## config.mk

```make
export PLATFORM = sky130hd
export DESIGN_NAME = dht11_responder
export DESIGN_NICKNAME = d
export VERILOG_FILES = /design/src/rtl/dht11_responder.sv
export SDC_FILE = /design/constraint.sdc
export NUM_CORES = 1
export LEC_CHECK = 0
export CAP_MARGIN = 20
export CORE_MARGIN = 2
export CORE_UTILIZATION = 40
export CTS_BUF_LIST = sky130_fd_sc_hd__clkbuf_4 sky130_fd_sc_hd__clkbuf_8
export DETAILED_ROUTE_END_ITERATION = 16
export PLACE_DENSITY_LB_ADDON = 0.2
export SLEW_MARGIN = 25
export SYNTH_ARGS = -nofsm -noshare
export SYNTH_HDL_FRONTEND = slang
export SYNTH_SLANG_ARGS = --single-unit
```

## constraint.sdc

```tcl
create_clock -name clk -period 10.1 [get_ports clk]
set_input_delay 2.02 -clock clk [delete_from_list [all_inputs] [get_ports clk]]
set_output_delay 2.02 -clock clk [all_outputs]
set_load 0.01 [all_outputs]
```

## src/rtl/dht11_responder.sv

```systemverilog
// DHT11 sensor-side responder: answers a host start pulse with the
// 30/80/80 us preamble and a 40-bit payload frame on an open-drain line.
module dht11_responder #(
  parameter int CLK_HZ       = 100_000_000,
  parameter int START_MIN_US = 18000
) (
  input  logic       clk,
  input  logic       rst,
  input  logic       en,
  input  logic       data_in,
  output logic       data_oe,
  input  logic [7:0] hum_int,
  input  logic [7:0] hum_dec,
  input  logic [7:0] temp_int,
  input  logic [7:0] temp_dec,
  output logic       busy,
  output logic       done
);

  localparam int DIV = (CLK_HZ / 1_000_000 < 1) ? 1 : CLK_HZ / 1_000_000;
  localparam int PW  = (DIV > 1) ? $clog2(DIV) : 1;

  localparam logic [PW-1:0] PRE_MAX = PW'(DIV - 1);
  localparam logic [15:0]   T_START = 16'(START_MIN_US);
  localparam logic [15:0]   T_DLY   = 16'd30;
  localparam logic [15:0]   T_RESP  = 16'd80;
  localparam logic [15:0]   T_BLOW  = 16'd50;
  localparam logic [15:0]   T_ZERO  = 16'd26;
  localparam logic [15:0]   T_ONE   = 16'd70;
  localparam logic [15:0]   T_END   = 16'd50;

  typedef enum logic [3:0] {
    IDLE,
    START_LOW,
    WAIT_REL,
    RESP_DELAY,
    RESP_LOW,
    RESP_HIGH,
    BIT_LOW,
    BIT_HIGH,
    END_LOW
  } state_t;

  state_t        state_q;
  logic [1:0]    sync_q;
  logic [PW-1:0] pre_q;
  logic [15:0]   us_q;
  logic [5:0]    bit_q;
  logic [39:0]   shr_q;
  logic          oe_q;
  logic          busy_q;
  logic          done_q;

  logic          line;
  logic          us_tick;
  logic [7:0]    csum_d;
  logic [15:0]   hi_us_d;

  assign line    = sync_q[1];
  assign data_oe = oe_q;
  assign busy    = busy_q;
  assign done    = done_q;

  // Checksum, current bit's high time and the microsecond strobe.
  always_comb begin
    csum_d  = hum_int + hum_dec + temp_int + temp_dec;
    hi_us_d = shr_q[39] ? T_ONE : T_ZERO;
    us_tick = (pre_q == PRE_MAX);
  end

  // Two-flop synchronizer; resets to the idle (pulled-up) level.
  always_ff @(posedge clk) begin
    if (rst) sync_q <= 2'b11;
    else     sync_q <= {sync_q[0], data_in};
  end

  // Free-running prescaler producing one us_tick per microsecond.
  always_ff @(posedge clk) begin
    if (rst)          pre_q <= '0;
    else if (us_tick) pre_q <= '0;
    else              pre_q <= pre_q + PW'(1);
  end

  // Protocol FSM with phase timer, frame shifter and registered outputs.
  always_ff @(posedge clk) begin
    done_q <= 1'b0;
    if (rst) begin
      state_q <= IDLE;
      us_q    <= '0;
      bit_q   <= '0;
      shr_q   <= '0;
      oe_q    <= 1'b0;
      busy_q  <= 1'b0;
    end else if (!en) begin
      state_q <= IDLE;
      us_q    <= '0;
      oe_q    <= 1'b0;
      busy_q  <= 1'b0;
    end else begin
      if (us_tick && us_q != 16'hFFFF) us_q <= us_q + 16'd1;
      unique case (state_q)
        IDLE: begin
          oe_q <= 1'b0;
          if (!line) begin
            state_q <= START_LOW;
            us_q    <= '0;
          end
        end
        START_LOW: begin
          if (line) begin
            state_q <= IDLE;
            us_q    <= '0;
          end else if (us_q >= T_START) begin
            state_q <= WAIT_REL;
            busy_q  <= 1'b1;
            us_q    <= '0;
          end
        end
        WAIT_REL: begin
          if (line) begin
            shr_q   <= {hum_int, hum_dec, temp_int, temp_dec, csum_d};
            bit_q   <= 6'd40;
            state_q <= RESP_DELAY;
            us_q    <= '0;
          end
        end
        RESP_DELAY: begin
          if (us_q == T_DLY) begin
            state_q <= RESP_LOW;
            oe_q    <= 1'b1;
            us_q    <= '0;
          end
        end
        RESP_LOW: begin
          if (us_q == T_RESP) begin
            state_q <= RESP_HIGH;
            oe_q    <= 1'b0;
            us_q    <= '0;
          end
        end
        RESP_HIGH: begin
          if (us_q == T_RESP) begin
            state_q <= BIT_LOW;
            oe_q    <= 1'b1;
            us_q    <= '0;
          end
        end
        BIT_LOW: begin
          if (us_q == T_BLOW) begin
            state_q <= BIT_HIGH;
            oe_q    <= 1'b0;
            us_q    <= '0;
          end
        end
        BIT_HIGH: begin
          if (us_q == hi_us_d) begin
            shr_q   <= {shr_q[38:0], 1'b0};
            bit_q   <= bit_q - 6'd1;
            state_q <= (bit_q == 6'd1) ? END_LOW : BIT_LOW;
            oe_q    <= 1'b1;
            us_q    <= '0;
          end
        end
        END_LOW: begin
          if (us_q == T_END) begin
            state_q <= IDLE;
            oe_q    <= 1'b0;
            busy_q  <= 1'b0;
            done_q  <= 1'b1;
            us_q    <= '0;
          end
        end
        default: begin
          state_q <= IDLE;
          oe_q    <= 1'b0;
          busy_q  <= 1'b0;
          us_q    <= '0;
        end
      endcase
    end
  end

endmodule

```

==> impl_metrics.toml <==
[setup_path]
path_buf_inv = 4
cp_num_cells = 14
max_stage_delay_ns = 0.53
crit_chain = "clkdlybuf4s50_1 > inv_1 > fa_1 > inv_1 > fa_1 > ha_1 > inv_1 > fa_1 > nand2b_1 > a21oi_1 > o21ai_0 > a21oi_1 > nor3b_1 > o41ai_1"
critPathTopFamily = "adder cells"
endpoint_kind = "flip-flop"
cp_data_required_time_ns = 10.35
worst-path-max-fanout = 2
worstSetupStartpointType = "primary input"
crit_path_top_delay_cell = "fa_1"
crit_arrival_ns = 5.28
path_class = "in -> reg"
r2r_cells = 8

[logic_synthesis]
yosys_warnings = 0
avgSynthCellArea_um2 = 8.09
syn-instance-count = 548
yosysTopAreaCell = "dfxtp_1"
synth_flop_cell = "dfxtp_1"
netlist.area_leader.share = 0.352
netlist_area_mm2 = 0.00443
ys_seq_area_frac = 0.352
async_flop_share = 0
synth_nets = 611
synth-seq-cells = 78
synth_top_cells_by_area = "dfxtp_1, nand2_1, a311oi_1"
ys_types = 51
synth_edf_count = 0

[final_layout]
seq_area_mm2 = 0.00156
multi_input_comb_area_mm2 = 0.00256
layout-drive-gt1-share = 0.0612
layout_common_cells = "nand2_1, nor2_1, dfxtp_1"
num-fill-cells = 1071
antenna_cells = 0
areaGrowthSynthToFinish_pct = 14.1
final_common_cell = "nand2_1"
final_nets = 630
final_cell_area_mm2 = 0.00506

[timing]
drv_slew = 0
finalSetupTns_ns = 0
max_freq_ghz = 0.199
tightest_slew_ns = 0.992
period_minus_slack_ns = 5.03
hold_violations = 0
rsz0062_at_grt = "false"
post-route-period-util = 0.498
setup_viol = 0
skew_ns = 0.0154
slew_headroom = 0.339

[min_path]
hold_path_depth = 1
hp-class = "reg -> reg"

[global_routing]
grt_pass1_wl_um = 16700
track_usage = 0.178
grt_max_degree = 79
grt_pass1_vias = 3535
grt_overflow = 0
antenna_found_initial = 0

[place]
place.gp.congestion = 0.823
port_buffers = 38
place_area_mm2 = 0.00486
hpwlAfterDp_um = 6980

[power_and_ir_drop]
powerDensity_mw_per_mm2 = 132
vdd_drop_max_mv = 0.0845
p_leak_uw = 0.00196

[routing]
via_count = 3714
drc = 0
vias_per_cell = 5.22
drt_iter0_drc = 295
wl_per_cell_um = 13.9
drt_wl_total_um = 9870
route.antenna.remaining_nets = 0
first_pass_iters = 4

[cts]
cts_resized = 0
cts.sinks = 78
cts_setup_buffers = 0
clkTransAtPathRegs_ns = 0.08
cts_tree = "yes"
clk_latency_ns = 0.36
ctsHoldBuffers = 0
htreeDepth = 3
clockBufferDepth = 2
clock-root-buffer = "clkbuf_8"
numCtsBuffers = 9

[floorplanning]
initial_core_util = 0.409
die_area_mm2 = 0.0119
die_y_um = 109
die-width_um = 109
core_mm2 = 0.0108
rows = 38
ios = 39

[flow_run]
cap_viol_max_count = 0

[run_status]
status = "completed"
[cell usage after synthesis (all sizes together) (4+ instances only)]
cell type	instances
nand2	91
nor2	81
dfxtp	78
inv	44
a311oi	35
clkbuf	22
a21oi	19
nand3	17
xor2	17
fa	14
ha	13
xnor2	12
buf	11
and3	9
a211oi	8
o21ai	8
nand3b	7
nand4	7
nand2b	5
nor2b	4
or3	4
[power breakdown]
group / internal, uW / switching (uW)
clock network: 117 / 118
registers: 309 / 1.48
logic: 57.4 / 63.5
total: 483 / 183
[per-stage QoR]
stage / setup slack, ns / hold WS (ns) / total power [uW] / instances / utilization
floorplan: 5.44 / 0.389 / 402 / 548 / -
global placement: 4.80 / 0.400 / 438 / 696 / 0.449
detailed placement: 4.68 / 0.406 / 440 / 696 / 0.449
CTS: 5.08 / 0.423 / 678 / 712 / 0.466
global route: 4.74 / 0.439 / 706 / 712 / 0.467
finish: 5.07 / 0.418 / 665 / 712 / 0.467
[flip-flops by register name, indices dropped and copies added, names as in the netlist]
register / flops
bit_q: 6
busy: 1
data_oe: 1
done: 1
pre_q: 7
shr_q: 40
state_q: 4
sync_q: 2
us_q: 16
[routing by layer]
metal | global-route usage | share of wire | up-vias
met2 | 0.286 | 0.46 | 53
li1 | - | - | 1901
met1 | 0.240 | 0.49 | 1752
met3 | 0.0365 | 0.036 | 8
met5 | 0 | 0 | -
met4 | 0.0533 | 0.012 | 0
[final timing paths]
path,start,to,slack (ns)
hold / removal,sync_q[0]$_SDFF_PP1_,sync_q[1]$_SDFF_PP1_,0.42
setup / recovery,hum_int[1],shr_q[7]$_SDFFE_PP0P_,5.07
hold reg to reg,sync_q[0]$_SDFF_PP1_,sync_q[1]$_SDFF_PP1_,0.42
setup reg to reg,state_q[0]$_SDFFE_PP0P_,bit_q[5]$_SDFFE_PP0P_,7.09
[worst register-to-register path: cells and delay by family (launching register included)]
family / cells / cell delay, ns
AND/OR/NAND/NOR: 4 / 0.96
AO/OA/AOI/OAI: 2 / 0.44
buffers and inverters: 2 / 0.96
flip-flops: 1 / 0.55
[logic make-up (layout without fill, tap and decap cells)]
logic type | count (synthesis) | count (layout) | share of synthesized area
buffers and inverters | 77 | 101 | 0.0700
DFF | 78 | 78 | 0.352
and+or+nand+nor | 245 | 245 | 0.260
muxes | 4 | 4 | 0.00932
AOI/OAI and AO/OA | 88 | 88 | 0.151
xor gates and xnor gates | 29 | 29 | 0.0573
adders and majority gates | 27 | 27 | 0.0999
[cell type report]
class | instances | share of cell area
multi-input cells | 393 | 0.507
flip-flops and latches | 78 | 0.309
clock inverters | 6 | 0.0124
well taps | 140 | 0.0346
clock buffers | 10 | 0.0260
repair buffers | 41 | 0.0787
inverters | 44 | 0.0327
Note: power is estimated with default switching activity, not from simulation.
